File: src/rtl/i2c_bus_sequencer_if.sv
// i2c_bus_sequencer_if: bundles the requester side and the i2c_master side of i2c_bus_sequencer
//  master modport: the sequencer's view (drives done/rsp/grant and the m_* transaction)
//  slave  modport: the environment's view (requesters plus the i2c_master)
interface i2c_bus_sequencer_if #(
  parameter int NUM_REQ  = 4,
  parameter int MAX_BITS = 64,
  parameter int MAX_DIN  = 64
);
  logic [NUM_REQ-1:0]          req, req_rw, req_stop, done, grant;
  logic [7*NUM_REQ-1:0]        req_addr;
  logic [5*NUM_REQ-1:0]        req_bytes;
  logic [MAX_BITS*NUM_REQ-1:0] req_data;
  logic [MAX_DIN-1:0]          rsp_data, m_data_in;
  logic                        rsp_error, timeout, m_start, m_rw, m_stop, m_wakeup, m_busy, m_error;
  logic [6:0]                  m_addr;
  logic [4:0]                  m_bytes;
  logic [MAX_BITS-1:0]         m_data_out;
  modport master (
    input  req, req_addr, req_rw, req_bytes, req_stop, req_data, m_busy, m_data_in, m_error,
    output done, rsp_data, rsp_error, grant, timeout,
    output m_start, m_addr, m_rw, m_bytes, m_stop, m_data_out, m_wakeup
  );
  modport slave (
    output req, req_addr, req_rw, req_bytes, req_stop, req_data, m_busy, m_data_in, m_error,
    input  done, rsp_data, rsp_error, grant, timeout,
    input  m_start, m_addr, m_rw, m_bytes, m_stop, m_data_out, m_wakeup
  );
endinterface

File: src/rtl/i2c_bus_sequencer.sv
// i2c_bus_sequencer: round-robin arbiter sharing one i2c_master between NUM_REQ requesters
//  clk, rst : system clock, synchronous active-high reset
//  bus      : i2c_bus_sequencer_if.master -- per-requester req/addr/rw/bytes/stop/data in,
//             done/rsp_data/rsp_error/grant/timeout out, m_* handshake to/from i2c_master
//  Optional: define I2C_SEQ_TIMEOUT_EN to bound ISSUE+WAIT to TIMEOUT_CYCLES and wake the master.
module i2c_bus_sequencer #(
  parameter int NUM_REQ        = 4,
  parameter int MAX_BITS       = 64,
  parameter int MAX_DIN        = 64,
  parameter int TIMEOUT_CYCLES = 2000000
) (
  input logic clk,
  input logic rst,
  i2c_bus_sequencer_if.master bus
);
  localparam int IW = $clog2(NUM_REQ);
  typedef enum logic [2:0] {IDLE, ARB, ISSUE, WAIT, WAKE, DONE} state_t;
  state_t state, state_nxt;
  logic [IW-1:0] last, owner, pick, idx;
  logic expired, to_flag;
  // Scan last+NUM_REQ down to last+1 so the nearest set request after last overwrites the rest.
  always_comb begin
    pick = last;
    idx = last;
    for (int k = NUM_REQ; k >= 1; k--) begin
      idx = IW'((int'(last) + k) % NUM_REQ);
      if (bus.req[idx]) pick = idx;
    end
  end
`ifdef I2C_SEQ_TIMEOUT_EN
  localparam int CW = $clog2(TIMEOUT_CYCLES + 1);
  logic [CW-1:0] cnt;
  // to_flag marks a transaction that hit the limit; the WAIT after the wakeup is not counted.
  always_ff @(posedge clk)
    if (rst || state == ARB) begin
      cnt <= '0;
      to_flag <= 1'b0;
    end else begin
      if ((state == ISSUE || state == WAIT) && !to_flag) cnt <= cnt + 1'b1;
      if (state_nxt == WAKE) to_flag <= 1'b1;
    end
  assign expired = (state == ISSUE || state == WAIT) && !to_flag && cnt == CW'(TIMEOUT_CYCLES - 1);
`else
  assign to_flag = 1'b0;
  assign expired = 1'b0;
`endif
  always_ff @(posedge clk)
    if (rst) state <= IDLE;
    else state <= state_nxt;
  // IDLE also waits out a master that is still busy from before a reset.
  always_comb begin
    state_nxt = state;
    case (state)
      IDLE:    state_nxt = (!bus.m_busy && |bus.req) ? ARB : IDLE;
      ARB:     state_nxt = |bus.req ? ISSUE : IDLE;
      ISSUE:   state_nxt = expired ? WAKE : bus.m_busy ? WAIT : ISSUE;
      WAIT:    state_nxt = !bus.m_busy ? DONE : expired ? WAKE : WAIT;
      WAKE:    state_nxt = bus.m_busy ? WAIT : WAKE;
      DONE:    state_nxt = IDLE;
      default: state_nxt = IDLE;
    endcase
  end
  always_comb begin
    bus.m_start = state == ISSUE;
    bus.m_wakeup = state == WAKE;
    bus.done = state == DONE ? NUM_REQ'(1) << owner : '0;
    bus.grant = (state == ARB && |bus.req) ? NUM_REQ'(1) << pick :
                (state inside {ISSUE, WAIT, WAKE}) ? NUM_REQ'(1) << owner : '0;
  end
  always_ff @(posedge clk)
    if (rst) begin
      last <= IW'(NUM_REQ - 1);
      owner <= '0;
      bus.m_addr <= '0;
      bus.m_rw <= 1'b0;
      bus.m_bytes <= '0;
      bus.m_stop <= 1'b0;
      bus.m_data_out <= '0;
      bus.rsp_data <= '0;
      bus.rsp_error <= 1'b0;
      bus.timeout <= 1'b0;
    end else begin
      if (state == ARB && |bus.req) begin
        last <= pick;
        owner <= pick;
        bus.m_addr <= bus.req_addr[7*pick +: 7];
        bus.m_rw <= bus.req_rw[pick];
        bus.m_bytes <= bus.req_bytes[5*pick +: 5];
        bus.m_stop <= bus.req_stop[pick];
        bus.m_data_out <= bus.req_data[MAX_BITS*pick +: MAX_BITS];
      end
      if (state == WAIT && !bus.m_busy) begin
        bus.rsp_data <= to_flag ? '0 : bus.m_data_in;
        bus.rsp_error <= to_flag | bus.m_error;
        bus.timeout <= bus.timeout | to_flag;
      end
    end
endmodule

File: src/flat_wrapper.sv
// flat-port wrapper written by rule: the top's interface ports become plain ports
module i2c_bus_sequencer_flat 
#(
  parameter int NUM_REQ        = 4,
  parameter int MAX_BITS       = 64,
  parameter int MAX_DIN        = 64,
  parameter int TIMEOUT_CYCLES = 2000000
)
  (clk, rst, bus_req, bus_req_addr, bus_req_rw, bus_req_bytes, bus_req_stop, bus_req_data, bus_m_busy, bus_m_data_in, bus_m_error, bus_done, bus_rsp_data, bus_rsp_error, bus_grant, bus_timeout, bus_m_start, bus_m_addr, bus_m_rw, bus_m_bytes, bus_m_stop, bus_m_data_out, bus_m_wakeup);
  i2c_bus_sequencer_if #(.NUM_REQ(NUM_REQ), .MAX_BITS(MAX_BITS), .MAX_DIN(MAX_DIN)) bus_i ();
  input logic clk;
  input logic rst;
  input wire logic [$bits(bus_i.req)-1:0] bus_req;
  input wire logic [$bits(bus_i.req_addr)-1:0] bus_req_addr;
  input wire logic [$bits(bus_i.req_rw)-1:0] bus_req_rw;
  input wire logic [$bits(bus_i.req_bytes)-1:0] bus_req_bytes;
  input wire logic [$bits(bus_i.req_stop)-1:0] bus_req_stop;
  input wire logic [$bits(bus_i.req_data)-1:0] bus_req_data;
  input wire logic [$bits(bus_i.m_busy)-1:0] bus_m_busy;
  input wire logic [$bits(bus_i.m_data_in)-1:0] bus_m_data_in;
  input wire logic [$bits(bus_i.m_error)-1:0] bus_m_error;
  output wire logic [$bits(bus_i.done)-1:0] bus_done;
  output wire logic [$bits(bus_i.rsp_data)-1:0] bus_rsp_data;
  output wire logic [$bits(bus_i.rsp_error)-1:0] bus_rsp_error;
  output wire logic [$bits(bus_i.grant)-1:0] bus_grant;
  output wire logic [$bits(bus_i.timeout)-1:0] bus_timeout;
  output wire logic [$bits(bus_i.m_start)-1:0] bus_m_start;
  output wire logic [$bits(bus_i.m_addr)-1:0] bus_m_addr;
  output wire logic [$bits(bus_i.m_rw)-1:0] bus_m_rw;
  output wire logic [$bits(bus_i.m_bytes)-1:0] bus_m_bytes;
  output wire logic [$bits(bus_i.m_stop)-1:0] bus_m_stop;
  output wire logic [$bits(bus_i.m_data_out)-1:0] bus_m_data_out;
  output wire logic [$bits(bus_i.m_wakeup)-1:0] bus_m_wakeup;
  assign bus_i.req = bus_req;
  assign bus_i.req_addr = bus_req_addr;
  assign bus_i.req_rw = bus_req_rw;
  assign bus_i.req_bytes = bus_req_bytes;
  assign bus_i.req_stop = bus_req_stop;
  assign bus_i.req_data = bus_req_data;
  assign bus_i.m_busy = bus_m_busy;
  assign bus_i.m_data_in = bus_m_data_in;
  assign bus_i.m_error = bus_m_error;
  assign bus_done = bus_i.done;
  assign bus_rsp_data = bus_i.rsp_data;
  assign bus_rsp_error = bus_i.rsp_error;
  assign bus_grant = bus_i.grant;
  assign bus_timeout = bus_i.timeout;
  assign bus_m_start = bus_i.m_start;
  assign bus_m_addr = bus_i.m_addr;
  assign bus_m_rw = bus_i.m_rw;
  assign bus_m_bytes = bus_i.m_bytes;
  assign bus_m_stop = bus_i.m_stop;
  assign bus_m_data_out = bus_i.m_data_out;
  assign bus_m_wakeup = bus_i.m_wakeup;
  i2c_bus_sequencer #(.NUM_REQ(NUM_REQ), .MAX_BITS(MAX_BITS), .MAX_DIN(MAX_DIN), .TIMEOUT_CYCLES(TIMEOUT_CYCLES)) u_core (.clk(clk), .rst(rst), .bus(bus_i));
endmodule
File: config.mk
export PLATFORM = sky130hd
export DESIGN_NAME = i2c_bus_sequencer_flat
export DESIGN_NICKNAME = d
export VERILOG_FILES = /design/src/rtl/i2c_bus_sequencer_if.sv /design/src/rtl/i2c_bus_sequencer.sv /design/src/flat_wrapper.sv
export SDC_FILE = /design/constraint.sdc
export NUM_CORES = 1
export LEC_CHECK = 0
export ABC_AREA = 0
export CAP_MARGIN = 5
export CORE_AREA = 8 8 203 205
export CTS_CLUSTER_SIZE = 16
export DETAILED_ROUTE_END_ITERATION = 8
export DIE_AREA = 0 0 211 213
export PLACE_DENSITY = 0.62
export SYNTH_ARGS = -nofsm -noshare
export SYNTH_HDL_FRONTEND = slang
export SYNTH_SLANG_ARGS = --single-unit
File: constraint.sdc
create_clock -name clk -period 1.8 [get_ports clk]
set_input_delay 0.27 -clock clk [delete_from_list [all_inputs] [get_ports clk]]
set_output_delay 0.27 -clock clk [all_outputs]
set_load 0.1 [all_outputs]
* After elaboration in Yosys (flattened, before gate mapping)
Cells that the tools add are included.
Word-level totals: register bits after elaboration 150, bits in latches 0, RAM bits 0, bits in read-only memories 0, word-level logic and storage cells 63, memories 0
Operators by class: $add $sub $neg 4, $mul 2, div/mod/pow operators 0, order comparisons 5, eq/ne operators 5, shifts and indexed selects 5, mux-type cells 25, bitwise logic cells 0, reductions and logical operators 7
Operators with widths (count):
- indexed part select 256 x 9 -> 64 bit | 1
- indexed part select 28 x 6 -> 7 bit | 1
- indexed part select 20 x 6 -> 5 bit | 1
- < comparator 2 x 3 -> 1 bit, second input constant | 5
- one-hot mux 3 bit (5 select lines) | 1
- binary-select mux 1 bit (select 2 bit) | 6
- 2-to-1 mux 4 bit | 3
- multiplier 3 x 2 -> 5 bit, first input constant | 2
- 2-to-1 mux 2 bit | 5
- 2-to-1 mux 1 bit | 8
- left shift 1 x 2 -> 4 bit, first input constant | 2
- == test 3 x 2 -> 1 bit, second input constant | 2
- == test 3 bit, second input constant | 2
- 2-to-1 mux 3 bit | 2
- adder 2 x 1 -> 2 bit, second input constant | 2
- adder 2 bit, second input constant | 2
- OR reduction 4 bit | 1
- == test 3 x 1 -> 1 bit, second input constant | 1
- logical AND 1 bit | 3
- logical NOT 3 bit | 1
- nonzero test 3 bit | 1
- logical NOT 1 bit | 1

* Longest topological paths before layout
Gate-level depths: netlist of run 1.
word-level depth 9, gate-level depth with buffers 8, gate-level depth less buffers 5

* Worst setup path after synthesis of run 1
No wires, ideal clock.
kind reg-to-output, start point reg u_core.state[0], end point out bus_grant[3], data arrival time 4808 ps, required time 1530 ps, setup slack -3278 ps, stages on the path, launching flop included 5, path buffers 1, cells stage by stage dfxtp_1 clkbuf_1 nor3b_1 nor2_1 o22ai_1
On the way: word-level cells in the longest chain between the ends 4, elaborated cells between the ends (all ways) 8
RTL lines:
- start, declared | line i2c_bus_sequencer.sv:18 | state_t state, state_nxt;
- start signal, assigned | line i2c_bus_sequencer.sv:49 | else state <= state_nxt;
- == test 3 bit
- named net bus_m_wakeup | line flat_wrapper.sv:33 | output wire logic [$bits(bus_i.m_wakeup)-1:0] bus_m_wakeup;
- nonzero test 3 bit | line i2c_bus_sequencer.sv:68 | (state inside {ISSUE, WAIT, WAKE}) ? NUM_REQ'(1) << owner : '0;
- 2-to-1 mux 4 bit | line i2c_bus_sequencer.sv:68
- 2-to-1 mux 4 bit | line i2c_bus_sequencer.sv:67 | bus.grant = (state == ARB && |bus.req) ? NUM_REQ'(1) << pick :
- end, declared | line flat_wrapper.sv:25 | output wire logic [$bits(bus_i.grant)-1:0] bus_grant;
The timed path passes the listed nets, and every way through them passes these cells.

* Final worst setup path of run 1
start point reg u_core.last[0], end point out bus_grant[0]
On the way: word-level cells in the longest chain between the ends 9, elaborated cells between the ends (all ways) 18
RTL lines:
- start, declared | line i2c_bus_sequencer.sv:19 | logic [IW-1:0] last, owner, pick, idx;
- start signal, assigned | line i2c_bus_sequencer.sv:72 | last <= IW'(NUM_REQ - 1);
- start signal, assigned | line i2c_bus_sequencer.sv:84 | last <= pick;
- adder 2 x 1 -> 2 bit | line i2c_bus_sequencer.sv:26 | idx = IW'((int'(last) + k) % NUM_REQ);
- binary-select mux 1 bit (select 2 bit) | line i2c_bus_sequencer.sv:27 | if (bus.req[idx]) pick = idx;
- 2-to-1 mux 1 bit (not written as such) | line i2c_bus_sequencer.sv:27
- 2-to-1 mux 2 bit (3 in series) | line i2c_bus_sequencer.sv:27
- 2-to-1 mux 2 bit * | line i2c_bus_sequencer.sv:27
- left shift 1 x 2 -> 4 bit * | line i2c_bus_sequencer.sv:67
- 2-to-1 mux 4 bit * | line i2c_bus_sequencer.sv:67
Mark *: on every way between the ends. The rest lies on a longest branch, timed or not. The select of a mux whose other input is x is not followed.

==> impl_metrics.sql, run 1 <==
INSERT INTO impl_metrics (metric_group, metric, value, unit) VALUES
('place', 'numPlacedInstances', '2027', ''),
('floorplanning', 'num_io_pins', '538', ''),
('floorplanning', 'die_height', '213', 'um'),
('worst_setup_path', 'critical_path_buf_inv_count', '1', ''),
('synth', 'xor_and_xnor_fraction_of_the_mapped_netlist_area', '0', '%'),
('cts', 'tritoncts.num_buffers', '17', ''),
('cts', 'clk_pin_slew', '0.06', 'ns'),
('synth', 'asyncSetResetFlopFracSynth', '0', '%'),
('worst_setup_path', 'critical_path.slowest_cell', 'a221o_4', ''),
('cts', 'insertion_delay', '0.46', 'ns'),
('final_layout', 'post_layout_nonfiller_instances', '2106', ''),
('timing', 'postLayoutSetupSlackWorst', '-0.4485', 'ns'),
('timing', 'final.setup.tns', '-17.88', 'ns'),
('worst_setup_path', 'critical_path.top_delay_family', 'compound AO/OA/AOI/OAI gates', ''),
('final_layout', 'flow.area_growth_from_synthesis', '103.6', '%'),
('final_layout', 'finalInstanceArea', '17060', 'um^2'),
('final_layout', 'area.sequential', '3010', 'um^2'),
('synth', 'synth_top_family_by_area', 'simple AND/OR/NAND/NOR gates', ''),
('synth', 'synth_enable_flop_cells', '0', ''),
('synth', 'synth_seq_area_share', '35.84', '%'),
('worst_setup_path', 'timing.critical_path.arrival', '1.98', 'ns'),
('route', 'detail_route.wirelength', '46860', 'um'),
('timing', 'hold_violations', '0', ''),
('place', 'gp_congestion', '0.8593', ''),
('floorplanning', 'fp.coreArea', '38110', 'um^2'),
('timing', 'whs', '0.1040', 'ns'),
('grt', 'grt-ovfl-total', '0', ''),
('worst_setup_path', 'critPathRequiredTime', '1.53', 'ns'),
('grt', 'grt.total_usage', '19.03', '%'),
('route', 'via_count', '10610', ''),
('synth', 'post-synth-top-area-fraction', '35.84', '%'),
('synth', 'yosys.area_share.simple', '34.12', '%'),
('place', 'port-buffer-count', '536', ''),
('worst_setup_path', 'timing_worst_setup_path_type', 'reg2out', ''),
('synth', 'synth_cells', '1001', ''),
('final_layout', 'multi_input_area', '5540', 'um^2'),
('route', 'first_pass_iters', '7', ''),
('floorplanning', 'initial_core_util', '21.99', '%'),
('synth', 'synth.area.top_cells', 'dfxtp_1 (36%), nor4b_1 (16%), nand3_1 (9.4%)', ''),
('synth', 'post_synth_instance_area', '8379', 'um^2'),
('synth', 'synth.avg_cell_area', '8.371', 'um^2'),
('run_status', 'status', 'complete, but fails checks', ''),
('grt', 'pin_count_of_the_biggest_net_entering_global_routing', '72', ''),
('timing', 'period_needed', '2.249', 'ns'),
('timing', 'finalSetupViolCount', '86', ''),
('cts', 'cts_buffer_depth', '2', ''),
('place', 'hpwlAfterDp', '33270', 'um'),
('timing', 'layout_worst_path_cycle_share', '124.9', '%'),
('timing', 'clock-skew-final', '0.008971', 'ns'),
('final_layout', 'layout-drive-gt1-share', '26.86', '%'),
('cts', 'htree_levels', '4', ''),
('cts', 'tritoncts', 'done', ''),
('min_path', 'min-delay-path-class', 'in2reg', ''),
('cts', 'clockRootBuffer', 'clkbuf_16', ''),
('timing', 'tightestPinTransition', '0.7694', 'ns'),
('synth', 'ys_warn_count', '0', ''),
('route', 'viasPerCell', '5.040', ''),
('cts', 'cts.sink_count', '150', ''),
('run_status', 'violations_in_the_final_reports', 'setup timing', ''),
('route', 'drt_iter0_markers', '705', ''),
('worst_setup_path', 'cp_max_fo', '3', ''),
('floorplanning', 'count_of_standard_cell_rows', '72', ''),
('grt', 'grt_antenna_before_repair', '9', ''),
('place', 'placedInstanceArea', '14960', 'um^2'),
('flow_run', 'cap_viol_max_count', '0', ''),
('synth', 'area_leader_netlist', 'dfxtp_1', ''),
('synth', 'ys_seq_elements', '150', ''),
('pwr', 'power.ir.vdd_worst', '0.6831', 'mV'),
('grt', 'vias_in_the_first_global_route', '10510', ''),
('place', 'post-place-ws', '-0.6798', 'ns'),
('worst_setup_path', 'cpPeakStageDelay', '0.38', 'ns');
## cells by family after synthesis
group / after synthesis
other cells: 1
mux: 78
flops: 150
simple gates: 483
compound gates: 161
buf+inv: 128
## sequential cells by signal, summed over array words and instances, names as in the netlist
register / count
u_core.bus.m_stop: 1
u_core.state: 3
u_core.owner: 2
u_core.bus.m_data_out: 64
u_core.bus.rsp_data: 64
u_core.bus.rsp_error: 1
u_core.bus.m_rw: 1
u_core.bus.m_bytes: 5
u_core.bus.m_addr: 7
u_core.last: 2
## power breakdown
group | internal [mW] | leakage (nW) | switching, mW
clock | 2.27 | 0.301 | 1.65
sequential | 3.62 | 1.22 | 0.212
combinational | 2.79 | 4.92 | 4.12
## layout by cell type, fill, tap and decap left out, types with 3 or more instances in the layout
cell type,count
diode_2,6
nor4b_2,13
dfxtp_1,146
inv_6,3
nand2_1,134
nor2_1,6
nor2_4,8
buf_8,4
clkdlybuf4s50_1,378
nand3_1,158
clkinv_4,4
nor4b_4,6
buf_4,196
a32oi_2,29
mux2i_1,62
buf_16,14
dfxtp_2,3
or2_2,3
clkbuf_16,23
mux2i_4,7
dlygate4sd2_1,4
buf_6,16
nand2b_1,3
a32oi_1,49
buf_12,54
mux2i_2,9
bufinv_16,3
nor4b_1,137
a21oi_1,69
## cell type report
class	instances	share of cell area (%)
Antenna cell	6	0.08800
Clock buffer	19	2.655
Clock inverter	13	1.005
Inverter	2	0.04400
Multi-Input combinational cell	723	32.47
Sequential cell	150	17.64
Tap cell	518	3.798
Timing Repair Buffer	675	42.30
## cell usage after synthesis (all sizes together), types with 3 or more instances
library cell / number
a32oi: 78
a21oi: 69
or2: 4
nor2b: 4
nor4b: 156
dfxtp: 150
mux2i: 78
o21ai: 3
nand3: 158
nand2: 135
clkbuf: 69
nand2b: 4
nor3: 3
nor2: 14
buf: 57
## per-layer routing
metal / share of wire (%) / GRT usage [%]
met1: 39 / 21.82
met2: 49 / 32.00
met3: 9.3 / 6.825
met4: 2.4 / 7.553
met5: 0.073 / 0
## worst paths after layout
path	slack, ns	cells after the start	start	to
worst min register to register	0.45	2	u_core.bus.rsp_data[29]	u_core.bus.rsp_data[29]
worst max register to register	-0.31	10	u_core.last[0]	u_core.bus.m_data_out[58]
worst max-delay path	-0.45	5	u_core.last[0]	bus_grant[0]
worst min-delay path	0.10	3	rst	u_core.last[0]
## timing repair
action | 4_1_cts | 5_1_grt
endpoints found under the setup margin | 88 | 88
pin swaps | 54 | 62
setup buffers | 20 | 9
gates cloned | 11 | 9
hold buffers | 0 | 0
endpoints found under the hold margin | 0 | 0
gates resized for setup | 95 | 61
## worst register-to-register path: cells and delay by family (launching register included)
family                 cells  cell delay (ns)
flip-flops                 1             0.35
multiplexers               1             0.17
buffers and inverters      5             0.72
AO/OA/AOI/OAI              2             0.59
AND/OR/NAND/NOR            2             0.16
(Power assumes the default switching activity.)
==> run 2, diff against run 1 <==
--- a/config.mk
+++ b/config.mk
@@ -12,6 +12,7 @@
 export DETAILED_ROUTE_END_ITERATION = 8
 export DIE_AREA = 0 0 211 213
 export PLACE_DENSITY = 0.62
+export SLEW_MARGIN = 25
 export SYNTH_ARGS = -nofsm -noshare
 export SYNTH_HDL_FRONTEND = slang
 export SYNTH_SLANG_ARGS = --single-unit
==> results of run 2 <==
No change in the layout: final DEF, timing and power equal those of run 1.
==> run 3, diff against run 2 <==
--- a/config.mk
+++ b/config.mk
@@ -7,11 +7,11 @@
 export LEC_CHECK = 0
 export ABC_AREA = 0
 export CAP_MARGIN = 5
-export CORE_AREA = 8 8 203 205
+export CORE_AREA = 2 2 208 210
 export CTS_CLUSTER_SIZE = 16
 export DETAILED_ROUTE_END_ITERATION = 8
-export DIE_AREA = 0 0 211 213
-export PLACE_DENSITY = 0.62
+export DIE_AREA = 0 0 210 212
+export PLACE_DENSITY = 0.58
 export SLEW_MARGIN = 25
 export SYNTH_ARGS = -nofsm -noshare
 export SYNTH_HDL_FRONTEND = slang
==> run 3 against run 2 <==
The flow still finishes with violations (setup timing). Final cell count grew 1.6%. Clock skew is 0.0084 ns higher. Combinational power grew 2%. Sequential share of layout area decreased by 0.70 points. Core utilization decreased by 3.0 points. Design area is 4.1% higher. Critical endpoint unchanged. Largest cell class unchanged. Largest power group unchanged.
==> impl_metrics.sql, run 3 (synthesized netlist as in run 1, its figures left out) <==
INSERT INTO impl_metrics (metric_group, metric, value, unit) VALUES
('worst_setup_path', 'timing.critical_path.arrival', '2.10', 'ns'),
('route', 'via_count', '10600', ''),
('worst_setup_path', 'endpoint_type_of_the_worst_setup_path', 'output port', ''),
('cts', 'clockRootBuffer', 'clkbuf_16', ''),
('grt', 'grt_antenna_before_repair', '6', ''),
('grt', 'pin_count_of_the_biggest_net_entering_global_routing', '72', ''),
('worst_setup_path', 'critPathRequiredTime', '1.53', 'ns'),
('route', 'wl_per_cell', '21.61', 'um'),
('worst_setup_path', 'critical_path.startpoint_type', 'flip-flop', ''),
('final_layout', 'finalInstanceArea', '17760', 'um^2'),
('cts', 'htree_levels', '4', ''),
('timing', 'max_clock_freq', '0.4217', 'GHz'),
('min_path', 'hold_depth', '3', ''),
('pwr', 'power.ir.vdd_worst', '0.7070', 'mV'),
('floorplanning', 'die_w', '210', 'um'),
('place', 'hpwlAfterDp', '30320', 'um'),
('timing', 'final.setup.tns', '-10.99', 'ns'),
('timing', 'hold_violations', '0', ''),
('timing', 'postLayoutSetupSlackWorst', '-0.5715', 'ns'),
('timing', 'whs', '0.06315', 'ns'),
('floorplanning', 'die_height', '212', 'um'),
('grt', 'grt_first_pass_wirelength', '61450', 'um'),
('place', 'gp_congestion', '0.8440', ''),
('timing', 'tightestPinTransition', '0.7659', 'ns'),
('final_layout', 'layout-drive-gt1-share', '32.45', '%'),
('timing', 'layout_worst_path_cycle_share', '131.7', '%'),
('grt', 'vias_in_the_first_global_route', '10320', ''),
('flow_run', 'cap_viol_max_count', '0', ''),
('pwr', 'p_per_area', '820.9', 'nW/um^2'),
('timing', 'finalSetupViolCount', '87', ''),
('floorplanning', 'count_of_standard_cell_rows', '76', ''),
('pwr', 'p_leak', '6.659', 'nW'),
('floorplanning', 'design.die.area', '44520', 'um^2'),
('final_layout', 'post_layout_nonfiller_instances', '2140', ''),
('worst_setup_path', 'timing_worst_setup_path_type', 'reg2out', ''),
('run_status', 'violations_in_the_final_reports', 'setup timing', ''),
('timing', 'final_max_slew_viol_count', '0', ''),
('floorplanning', 'fp.coreArea', '42510', 'um^2'),
('route', 'ant_nets', '0', ''),
('cts', 'cts_buffer_depth', '2', ''),
('route', 'drc', '0', ''),
('min_path', 'min-delay-path-class', 'in2reg', ''),
('grt', 'grt-ovfl-total', '0', ''),
('place', 'post-place-ws', '-0.6778', 'ns'),
('worst_setup_path', 'timing.critical_path.cells', 'nand2b_4 -> o21ai_4 -> a221o_4 -> o32ai_4 -> buf_12', ''),
('cts', 'tritoncts.num_buffers', '17', ''),
('cts', 'insertion_delay', '0.49', 'ns'),
('final_layout', 'layout.cells.most_common_list', 'clkdlybuf4s50_1 (378), buf_4 (181), dfxtp_1 (146), nand2_1 (134), nand3_1 (120)', ''),
('floorplanning', 'initial_core_util', '19.71', '%'),
('timing', 'period_needed', '2.371', 'ns'),
('route', 'viasPerCell', '4.952', ''),
('floorplanning', 'num_io_pins', '538', ''),
('cts', 'cts_hold_buffers', '0', ''),
('timing', 'rsz0062_at_grt', 'yes', ''),
('route', 'first_pass_iters', '5', ''),
('final_layout', 'flow.area_growth_from_synthesis', '112.0', '%'),
('final_layout', 'layout_commonest_cell', 'clkdlybuf4s50_1', ''),
('run_status', 'status', 'complete, but fails checks', ''),
('cts', 'clk_pin_slew', '0.07', 'ns'),
('place', 'numPlacedInstances', '2055', ''),
('timing', 'clock-skew-final', '0.01735', 'ns'),
('pwr', 'design_power_total', '14.58', 'mW'),
('final_layout', 'finalNetCount', '1961', ''),
('grt', 'grt.total_usage', '18.30', '%'),
('route', 'drt_iter0_markers', '749', ''),
('final_layout', 'reg.largest.list', 'u_core.bus.m_data_out (64), u_core.bus.rsp_data (64), u_core.bus.m_addr (7)', ''),
('worst_setup_path', 'critical_path.slowest_cell', 'a221o_4', ''),
('cts', 'tritoncts', 'done', ''),
('final_layout', 'final_core_utilization', '41.79', '%'),
('timing', 'timing.slew.headroom', '48.94', '%'),
('place', 'port-buffer-count', '536', ''),
('worst_setup_path', 'worstRegToRegCells', '11', ''),
('place', 'placedInstanceArea', '15020', 'um^2'),
('cts', 'cts.sink_count', '150', ''),
('worst_setup_path', 'cpPeakStageDelay', '0.46', 'ns'),
('route', 'detail_route.wirelength', '46250', 'um'),
('worst_setup_path', 'cp_max_fo', '3', '');
[run 3: cell types whose count changed in the layout (fill, tap and decap cells not counted), moves of 7 or more]
cell and change:
nor4b_2 +50, mux2i_1 +7, nand3_1 -38, nor4b_1 -56, clkbuf_16 +9, buf_6 +16, buf_4 -15, nand3_2 +37
[run 3: area by class of cell]
cell class                 instances  area [um^2]
fill                            4090        24740
timing repair buffer             683         7421
multi-input combinational        723         6047
sequential                       150         3010
tap                              546        683.2
clock buffer                      17        425.4
clock inverter                    15        158.9
antenna                            4        10.01
inverter                           2        7.507
[run 3: what timing repair did]
item	CTS	global route
buffers inserted	12	18
setup endpoints to repair	83	88
pin swaps	27	49
gates cloned	6	18
gates resized for setup	69	196
[run 3: worst paths after layout]
kind / startpoint / endpoint / slack (ns)
worst min-delay path: rst / u_core.last[0] / 0.06
worst max-delay path: u_core.last[0] / bus_grant[0] / -0.57
worst max register to register: u_core.last[0] / u_core.bus.m_addr[0] / -0.20
worst min register to register: u_core.bus.rsp_data[29] / u_core.bus.rsp_data[29] / 0.46
[run 3: per-layer routing]
| layer | GRT usage [%] | vias to the layer above | share of wire, % |
|---|---|---|---|
| met2 | 30.20 | 478 | 49 |
| met1 | 21.22 | 5086 | 40 |
| met5 | 0 | - | 0.058 |
| li1 | - | 4964 | - |
| met4 | 7.899 | 4 | 2.7 |
| met3 | 6.913 | 66 | 8.4 |
[run 3: where the power goes]
part | total, mW | switching (mW) | internal (mW)
registers | 3.84 | 0.223 | 3.62
clock network | 3.72 | 1.76 | 1.96
logic | 7.02 | 4.25 | 2.76
[run 3: worst max-delay path, delay by kind of cell (launching register included)]
kind / cells / cell delay [ns]
AO/OA/AOI/OAI: 3 / 0.88
buffers and inverters: 1 / 0.22
flip-flops: 1 / 0.36
AND/OR/NAND/NOR: 1 / 0.15
